## src/rtl/mem_port_arbiter.sv

```systemverilog
// mem_port_arbiter: shares one single-port SRAM between the Wishbone debug path
// (requester 0) and the accelerator load/store unit (requester 1).
//
// Arbitration is round-robin by default. With core_prio = 1 the core wins ties,
// but requester 0 is granted once it has been blocked for MAX_WAIT cycles.
// A tag pipe of READ_LATENCY stages follows each accepted read, so its SRAM
// data is returned only to the requester that issued it.
//
// Ports:
//   clk, rst            clock and asynchronous active-high reset
//   core_prio           1 = requester 1 favoured, 0 = round-robin
//   reqN_vld/rdy        request handshake; rdy is the same-cycle grant
//   reqN_we/addr/wdata  request fields, held stable by the requester until rdy
//   respN_vld/rdata     read response; rdata is 0 when vld is 0
//   mem_en/we/addr/wdata  SRAM access, all zero when no access is made
//   mem_rdata           SRAM read data, valid READ_LATENCY cycles after access
module mem_port_arbiter #(
  parameter int unsigned ADDR_W       = 12,
  parameter int unsigned DATA_W       = 32,
  parameter int unsigned READ_LATENCY = 1,
  parameter int unsigned MAX_WAIT     = 8
) (
  input  logic              clk,
  input  logic              rst,
  input  logic              core_prio,

  input  logic              req0_vld,
  output logic              req0_rdy,
  input  logic              req0_we,
  input  logic [ADDR_W-1:0] req0_addr,
  input  logic [DATA_W-1:0] req0_wdata,
  output logic              resp0_vld,
  output logic [DATA_W-1:0] resp0_rdata,

  input  logic              req1_vld,
  output logic              req1_rdy,
  input  logic              req1_we,
  input  logic [ADDR_W-1:0] req1_addr,
  input  logic [DATA_W-1:0] req1_wdata,
  output logic              resp1_vld,
  output logic [DATA_W-1:0] resp1_rdata,

  output logic              mem_en,
  output logic              mem_we,
  output logic [ADDR_W-1:0] mem_addr,
  output logic [DATA_W-1:0] mem_wdata,
  input  logic [DATA_W-1:0] mem_rdata
);

  localparam int unsigned CNT_W   = 8;
  localparam int unsigned LAST_ST = READ_LATENCY - 1;

  // State: last granted id, requester-0 blocked counter, read tag pipe
  logic                    r_last_gnt;
  logic [CNT_W-1:0]        r_wait_cnt;
  logic [READ_LATENCY-1:0] r_tag_vld;
  logic [READ_LATENCY-1:0] r_tag_id;

  logic             w_tie0;
  logic             w_gnt0;
  logic             w_gnt1;
  logic             w_out_vld;
  logic [CNT_W-1:0] w_wait_cnt_nxt;

  // Grant decision and SRAM request mux
  always_comb begin
    w_tie0      = 1'b0;
    w_gnt0      = 1'b0;
    w_gnt1      = 1'b0;
    req0_rdy    = 1'b0;
    req1_rdy    = 1'b0;
    mem_en      = 1'b0;
    mem_we      = 1'b0;
    mem_addr    = '0;
    mem_wdata   = '0;

    // Who wins when both are valid: starvation bound in core-priority mode,
    // otherwise the requester that was not granted last.
    if (core_prio) begin
      w_tie0 = (r_wait_cnt == CNT_W'(MAX_WAIT));
    end else begin
      w_tie0 = r_last_gnt;
    end

    w_gnt0 = !rst && req0_vld && (!req1_vld || w_tie0);
    w_gnt1 = !rst && req1_vld && !w_gnt0;

    req0_rdy = w_gnt0;
    req1_rdy = w_gnt1;

    if (w_gnt0) begin
      mem_en    = 1'b1;
      mem_we    = req0_we;
      mem_addr  = req0_addr;
      mem_wdata = req0_wdata;
    end else if (w_gnt1) begin
      mem_en    = 1'b1;
      mem_we    = req1_we;
      mem_addr  = req1_addr;
      mem_wdata = req1_wdata;
    end
  end

  // Blocked-cycle counter for requester 0, saturating
  always_comb begin
    w_wait_cnt_nxt = '0;
    if (req0_vld && !w_gnt0) begin
      if (r_wait_cnt == {CNT_W{1'b1}}) begin
        w_wait_cnt_nxt = r_wait_cnt;
      end else begin
        w_wait_cnt_nxt = r_wait_cnt + CNT_W'(1);
      end
    end
  end

  // Response routing from the oldest tag stage
  always_comb begin
    w_out_vld   = r_tag_vld[LAST_ST] && !rst;
    resp0_vld   = w_out_vld && !r_tag_id[LAST_ST];
    resp1_vld   = w_out_vld &&  r_tag_id[LAST_ST];
    resp0_rdata = resp0_vld ? mem_rdata : '0;
    resp1_rdata = resp1_vld ? mem_rdata : '0;
  end

  // State registers; reset drops any in-flight read tags
  always_ff @(posedge clk or posedge rst) begin
    if (rst) begin
      r_last_gnt <= 1'b1;
      r_wait_cnt <= '0;
      r_tag_vld  <= '0;
      r_tag_id   <= '0;
    end else begin
      if (w_gnt0 || w_gnt1) begin
        r_last_gnt <= w_gnt1;
      end
      r_wait_cnt   <= w_wait_cnt_nxt;
      r_tag_vld[0] <= mem_en && !mem_we;
      r_tag_id[0]  <= w_gnt1;
      for (int i = 1; i < READ_LATENCY; i++) begin
        r_tag_vld[i] <= r_tag_vld[i-1];
        r_tag_id[i]  <= r_tag_id[i-1];
      end
    end
  end

endmodule

```

## config.mk

```make
export PLATFORM = sky130hd
export DESIGN_NAME = mem_port_arbiter
export DESIGN_NICKNAME = d
export VERILOG_FILES = /design/src/rtl/mem_port_arbiter.sv
export SDC_FILE = /design/constraint.sdc
export NUM_CORES = 1
export LEC_CHECK = 0
export CORE_AREA = 5 5 91 93
export CTS_CLUSTER_DIAMETER = 60
export CTS_CLUSTER_SIZE = 28
export DETAILED_ROUTE_END_ITERATION = 16
export DIE_AREA = 0 0 96 98
export PLACE_DENSITY = 0.87
export SYNTH_ARGS = -nofsm -noshare
export SYNTH_HDL_FRONTEND = slang
export SYNTH_SLANG_ARGS = --single-unit
```

## constraint.sdc

```tcl
create_clock -name clk -period 5.4 [get_ports clk]
set_input_delay 0.54 -clock clk [delete_from_list [all_inputs] [get_ports clk]]
set_output_delay 0.54 -clock clk [all_outputs]
set_load 0.01 [all_outputs]
```

==> results of run 1 <==
## tightest hold or removal path: stages, from the launching register on
cell     delay, ns
dfstp_2       0.37
nor2_1        0.10
nor2_1        0.04
## state kept, by name, summed over array words and instances (netlist names)
| signal | count |
|---|---|
| r_wait_cnt | 8 |
| r_tag_id | 1 |
| r_last_gnt | 1 |
| r_tag_vld | 1 |
## logic make-up (layout without fill, tap and decap cells)
family | after synthesis | in the layout | share of synthesized area [%]
fa+ha+maj | 2 | 2 | 1.32
compound gates | 4 | 4 | 1.65
xor+xnor | 4 | 4 | 1.85
flops | 11 | 11 | 14.6
mux | 49 | 49 | 25.9
buf+inv | 68 | 297 | 15.0
simple gates | 142 | 142 | 39.7
## worst max path at each step
| stage | cells past startpoint | endpoint | startpoint | slack [ns] |
|---|---|---|---|---|
| floorplan | 8 | mem_addr[0] | r_wait_cnt[0]$_DFFE_PP0P_ | 3.17 |
| global placement | 6 | mem_addr[3] | core_prio | 1.77 |
| detailed placement | 6 | mem_wdata[14] | core_prio | 1.76 |
| CTS | 6 | mem_wdata[14] | core_prio | 1.73 |
| global route | 5 | resp1_rdata[14] | rst | 1.52 |
| finish | 6 | mem_wdata[14] | core_prio | 1.74 |
## per-layer routing
| metal | vias up | global-route usage (%) | routed length, um |
|---|---|---|---|
| met1 | 1154 | 18.7 | 3230 |
| li1 | 1316 | - | - |
| met2 | 168 | 33.5 | 4640 |
| met3 | 18 | 7.01 | 1210 |
| met5 | - | 0 | 0 |
| met4 | 0 | 4.38 | 193 |
## cells in the final DEF (no fill, tap or decap), types with 2 or more instances in the layout
cell type / count
clkdlybuf4s50_1: 240
and2_1: 66
inv_1: 50
mux2i_1: 49
nand2_1: 48
dfrtp_1: 10
nor3_1: 7
nor2_1: 6
nand2b_1: 3
xor2_1: 3
clkbuf_8: 3
nand4_1: 2
nand3_1: 2
and3_1: 2
ha_1: 2
buf_4: 2
## metrics by stage
step | power, mW | hold slack (ns) | cell area, um2 | utilization, %
6_report | 0.428 | 0.515 | 4410 | 59.2
5_1_grt | 0.449 | 0.531 | 4410 | 59.2
4_1_cts | 0.429 | 0.505 | 4410 | 59.2
3_5_place_dp | 0.344 | 0.492 | 4360 | 58.6
3_3_place_gp | 0.341 | 0.492 | 4360 | 58.6
2_1_floorplan | 0.175 | 0.397 | 1890 | -
## power groups by stage
stage | clock (mW) | sequential (mW) | combinational, mW
2_1_floorplan | 0 | 0.0904 | 0.0843
3_3_place_gp | 0 | 0.0911 | 0.250
3_5_place_dp | 0 | 0.0913 | 0.253
4_1_cts | 0.0842 | 0.0901 | 0.255
5_1_grt | 0.0886 | 0.0904 | 0.270
6_report | 0.0866 | 0.0902 | 0.251
## final cells by class
class	instances	area, um2
Fill cell	660	3040
Multi-Input combinational cell	201	1350
Clock buffer	4	45.0
Tap cell	102	128
Inverter	51	191
Sequential cell	11	277
Timing Repair Buffer	242	2420
==> impl_results.md, run 1 <==
- Vias in the first global route: roughly 2,700
- Flops & latches, synth: 11
- CTS resizes: 0
- Max FO, Critical Path: 28
- Worst setup margin: between 1.5 and 2 ns
- Total GRT Usage: 18.1%
- Type of the worst min-delay path: reg -> reg
- Worst slew margin: 32.1%
- Critical path buffer and inverter count: 3
- Slowest CP cell: a311o_2
- P&R area growth vs syn: 133%
- Gate Count Post-Synth: between 200 and 300
- Dominant synthesized flop cell: dfrtp_1
- Sw Pwr: roughly 130 uW
- Yosys warnings: 0
- Clock-pin slew on the worst setup and hold paths: 0.05 ns
- Most used cell along the critical path: clkdlybuf4s50_1
- Sequential Power Share: approximately a fifth
- Post-synth EDFFs: 0
- DP HPWL: 7960 um
- Placed instance count: approximately 600
- # DRC: 0
- TritonCTS Buffers: 3
- Non-Filler Instances: about 610
- Die area: roughly 9400 um2
- FF-to-FF End: r_wait_cnt[2]$_DFFE_PP0P_
- MaxCap Viol Count: 0
- Root Buffer: clkbuf_8
- Power Density: 97.2 nW/um2
- H-tree levels: 1
- Die width: around 96 um
- RSZ-0062 raised after global routing: no
- P_int: 302 uW
- CP required: 4.86 ns
- Share of layout cells above drive strength 1: 2.16%
- Setup crit end kind: output port
- Peak Freq: approximately 270 MHz
- Drt via density: roughly 4.3
- Starting Density: between 20% and 30%
- Post-CTS Hold Fix Bufs: 0
- Reg-to-reg slack, setup: around 3.2 ns
- Clk_lat worst skew: 0.25 ns
- Gate power share: 58.7%
- Status: complete, no violations
- Mapped cell area: approximately 1900 um2
- Post-CTS setup buffers: 0
- Area share of the largest cell type after synthesis: between 20 and 30%
- Crit Path Class: in -> out
- Max VDD drop: roughly 0.084 mV
- Core area: ~7400 um2
- Vias: roughly 2,700
- Final RePlAce weighted congestion: 0.886
- Die Ht: ~98 um
- Gr ovfl total: 0
- # setup viols final: 0
- Tmin final: approximately 3.7 ns
- N_diodes: 0
- Pre-Repair DR Iteration Count: 4
- Crit-path cells: clkdlybuf4s50_1, nand2b_1, a311o_2, buf_4, mux2i_1, clkdlybuf4s50_1
- CTS max path bufs: 2
- Sum of routed wire length over all layers: between 9000 and 10,000 um
- Area leader, netlist: mux2i_1
- Antenna violations before repair: 0
- Yosys cell types: 30
- Switching Share: just under 30%
- Final nets: about 640
- DP Worst Slack: roughly 1.8 ns
- Hold path depth: 2
- Synth Area per Inst: between 6 and 7 um2
- CTS tree: done
- Startpoint types: primary input
- Largest net degree at the start of global routing: 50
- Global-route wire length before repair: around 14,000 um
- Post-synthesis async set-or-reset flop share: 100%
- Hold_sp: r_last_gnt$_DFFE_PP1P_
- Fin crit share: between 60% and 70%
- Hold EP: r_last_gnt$_DFFE_PP1P_
- Register area share after synthesis: approximately 15%
- Final ANT Viol Nets: 0
- First DRT Iteration DRCs: between 40 and 50
- Port Buf Inserts: 240
- Setup TNS: 0 ns
- Clock sink count: 11
- Count leader, synth: and2_1
- Fin. max-slew vios: 0
- Critical path data arrival time: 3.12 ns
- Syn nets: just over 400
- Top post-synthesis cells by area: mux2i_1 26%, and2_1 22%, dfrtp_1 13%
- Reg2reg start: r_wait_cnt[0]$_DFFE_PP0P_
- R2R depth: 7
- Lkg Pwr: roughly 2.1 nW
- Synth cell count leaders: 66 x and2_1, 50 x inv_1, 49 x mux2i_1
- Rows: 32
- Endpoints failing hold: 0
- Crit path max-delay family: buffers and inverters
- Critical Path Max Stage Delay: approximately 0.60 ns
- Clk_skew: ~0.00046 ns
- Avg WL per Cell: approximately 15 um
- Clk pwr share: around 20%
- I/O Pins: between 200 and 250
- Slew of the pin with the lowest slew margin: about 1.0 ns
No activity file was read; power rests on OpenSTA's default activity.
==> run 2, diff against run 1 <==
CORE_AREA = unset   (was 5 5 91 93)
CORE_MARGIN = 5   (was unset)
CORE_UTILIZATION = 26   (was unset)
DIE_AREA = unset   (was 0 0 96 98)
clock period = 3.6 ns   (was 5.4 ns; I/O delays follow)
==> run 2 against run 1 <==
Sequential share of layout area about the same. Largest cell class unchanged. Largest power group unchanged. Critical path depth grew 2. Global-route usage about the same. Core utilization increased by 2.4 points. Die area decreased by 3.4%. Wire length fell by 2.3%. Critical endpoint is now mem_wdata[16]. Critical path type is now reg -> out.
==> impl_results.md, run 2 (synthesis results as in run 1) <==
- Placed inst area: 4370 um2 (+0.26%)
- CTS resizes: 0 (unchanged)
- Die width: 95.4 um (-0.67%)
- Endpoints failing hold: 0 (unchanged)
- Power Density: 144 nW/um2 (+48%)
- Design Area, Final: 4420 um2 (+0.34%)
- Final RePlAce weighted congestion: 0.886 (about the same)
- Type of the worst min-delay path: reg -> reg
- Startpoint types: flip-flop
- Clk_lat worst skew: 0.24 ns (about the same)
- Setup TNS: 0 ns (unchanged)
- Crit Path Class: reg -> out
- Max VDD drop: 0.125 mV (+49%)
- Tot Pwr: 635 uW (+48%)
- Vias: 2,645 (-0.41%)
- Max FO, Critical Path: 47 (+68%)
- Worst slew margin: 49.6% (+17 points)
- Peak Freq: 319 MHz
- Pre-Repair DR Iteration Count: 4 (unchanged)
- Antenna violations before repair: 1 (+1)
- Fin crit share: about 87%
- Post-CTS setup buffers: 0 (unchanged)
- CP required: 3.24 ns (-1.62 ns)
- Global-route wire length before repair: 13,100 um (-3.9%)
- Post-CTS Hold Fix Bufs: 0 (unchanged)
- I/O Pins: 241 (unchanged)
- Drt via density: 4.33 (-0.41%)
- CTS max path bufs: 2 (unchanged)
- Largest net degree at the start of global routing: 50 (unchanged)
- First DRT Iteration DRCs: 134 (+170%)
- Clock-pin slew on the worst setup and hold paths: 0.05 ns (about the same)
- Rows: 31 (-3.1%)
- Most common cell after layout, fill and taps aside: clkdlybuf4s50_1
- DP HPWL: 7770 um (-2.4%)
- Clk_skew: 0.00209 ns (+0.00162 ns)
- Avg WL per Cell: 14.8 um (-2.3%)
- Most frequent cells in the layout: 240 x clkdlybuf4s50_1, 66 x and2_1, 50 x inv_1
- Die area: 9090 um2 (-3.4%)
- MaxCap Viol Count: 0 (unchanged)
- Vias in the first global route: 2,638 (-3.7%)
- Starting Density: 26.4% (+0.96 points)
- Core Util, Final: 61.6% (+2.4 points)
- # setup viols final: 0 (unchanged)
- Most flops, register: r_wait_cnt
- CTS tree: done
- RSZ-0062 raised after global routing: no
- Gr ovfl total: 0 (unchanged)
- Root Buffer: clkbuf_8
- Lkg Pwr: 2.11 nW (+0.63%)
- # DRC: 0 (unchanged)
- Status: complete, no violations
- Fin. max-slew vios: 0 (unchanged)
- Die Ht: 95.4 um (-2.7%)
- Final ANT Viol Nets: 0 (unchanged)
- Clock sink count: 11 (unchanged)
- Total GRT Usage: 18.2% (+0.049 points)
- Sum of routed wire length over all layers: 9060 um (-2.3%)
- Setup crit end kind: output port
- TritonCTS Buffers: 3 (unchanged)
- P&R area growth vs syn: 133%
- Core area: 7180 um2 (-3.6%)
- Tmin final: between 3 and 4 ns
- H-tree levels: 1 (unchanged)
- Share of layout cells above drive strength 1: 2.74% (+0.58 points)
- Fin Hold WS: 0.510 ns (-0.00451 ns)
- Slew of the pin with the lowest slew margin: 0.756 ns (-0.259 ns)
- Port Buf Inserts: 240 (unchanged)
- Critical path data arrival time: 2.77 ns (-0.35 ns)
- Largest register FFs: 8 (unchanged)
- Final nets: 641 (+0.31%)
## run 2: cell types whose count changed in the layout (fill, tap and decap cells not counted)
cell,previous run,this run
diode_2,0,1
clkbuf_1,1,0
clkinv_2,0,1
buf_4,2,4
## run 2: path summary, 6_finish.rpt
kind / from / to / slack, ns / cells past startpoint
min in group asynchronous: rst / r_wait_cnt[5]$_DFFE_PP0P_ / 0.58 / 2
setup / recovery: r_wait_cnt[0]$_DFFE_PP0P_ / mem_wdata[16] / 0.47 / 8
hold / removal: r_last_gnt$_DFFE_PP1P_ / r_last_gnt$_DFFE_PP1P_ / 0.51 / 2
setup reg to reg: r_wait_cnt[0]$_DFFE_PP0P_ / r_tag_vld$_DFF_PP0_ / 1.60 / 7
hold reg to reg: r_last_gnt$_DFFE_PP1P_ / r_last_gnt$_DFFE_PP1P_ / 0.51 / 2
max in group asynchronous: rst / r_last_gnt$_DFFE_PP1P_ / 2.69 / 2
## run 2: critical path, cell delays in order, from the launching register on
cell and delay (ns):
dfrtp_1 0.36, inv_1 0.07, ha_1 0.20, nor2b_1 0.13, nand4_1 0.08, a311o_2 0.18, buf_4 0.59, mux2i_1 0.30
clkdlybuf4s50_1 0.57
## run 2: cell type report
class	count	area, um2
Fill cell	596	2760
Timing Repair Buffer	244	2430
Multi-Input combinational cell	201	1350
Sequential cell	11	277
Inverter	51	191
Tap cell	99	124
Clock buffer	3	41.3
Clock inverter	1	5.00
Antenna cell	1	2.50
## run 2: through the flow
stage	std cells	setup WS [ns]
after CTS	610	0.450
after floorplan	280	1.55
after global placement	606	0.642
after global routing	611	0.295
final	611	0.469
after detailed placement	606	0.584
## run 2: report_power, final
part           switching (mW)  internal (mW)  total [mW]  leakage (nW)
Combinational           0.133          0.244       0.377          1.94
Sequential            0.00475          0.131       0.135         0.147
Clock                  0.0461         0.0760       0.122        0.0255
## run 2: routing by layer
metal  GRT usage [%]  routed length, um
met5               0                  0
met4            7.45                334
met3            6.87               1200
met2            32.1               4410
met1            19.3               3120
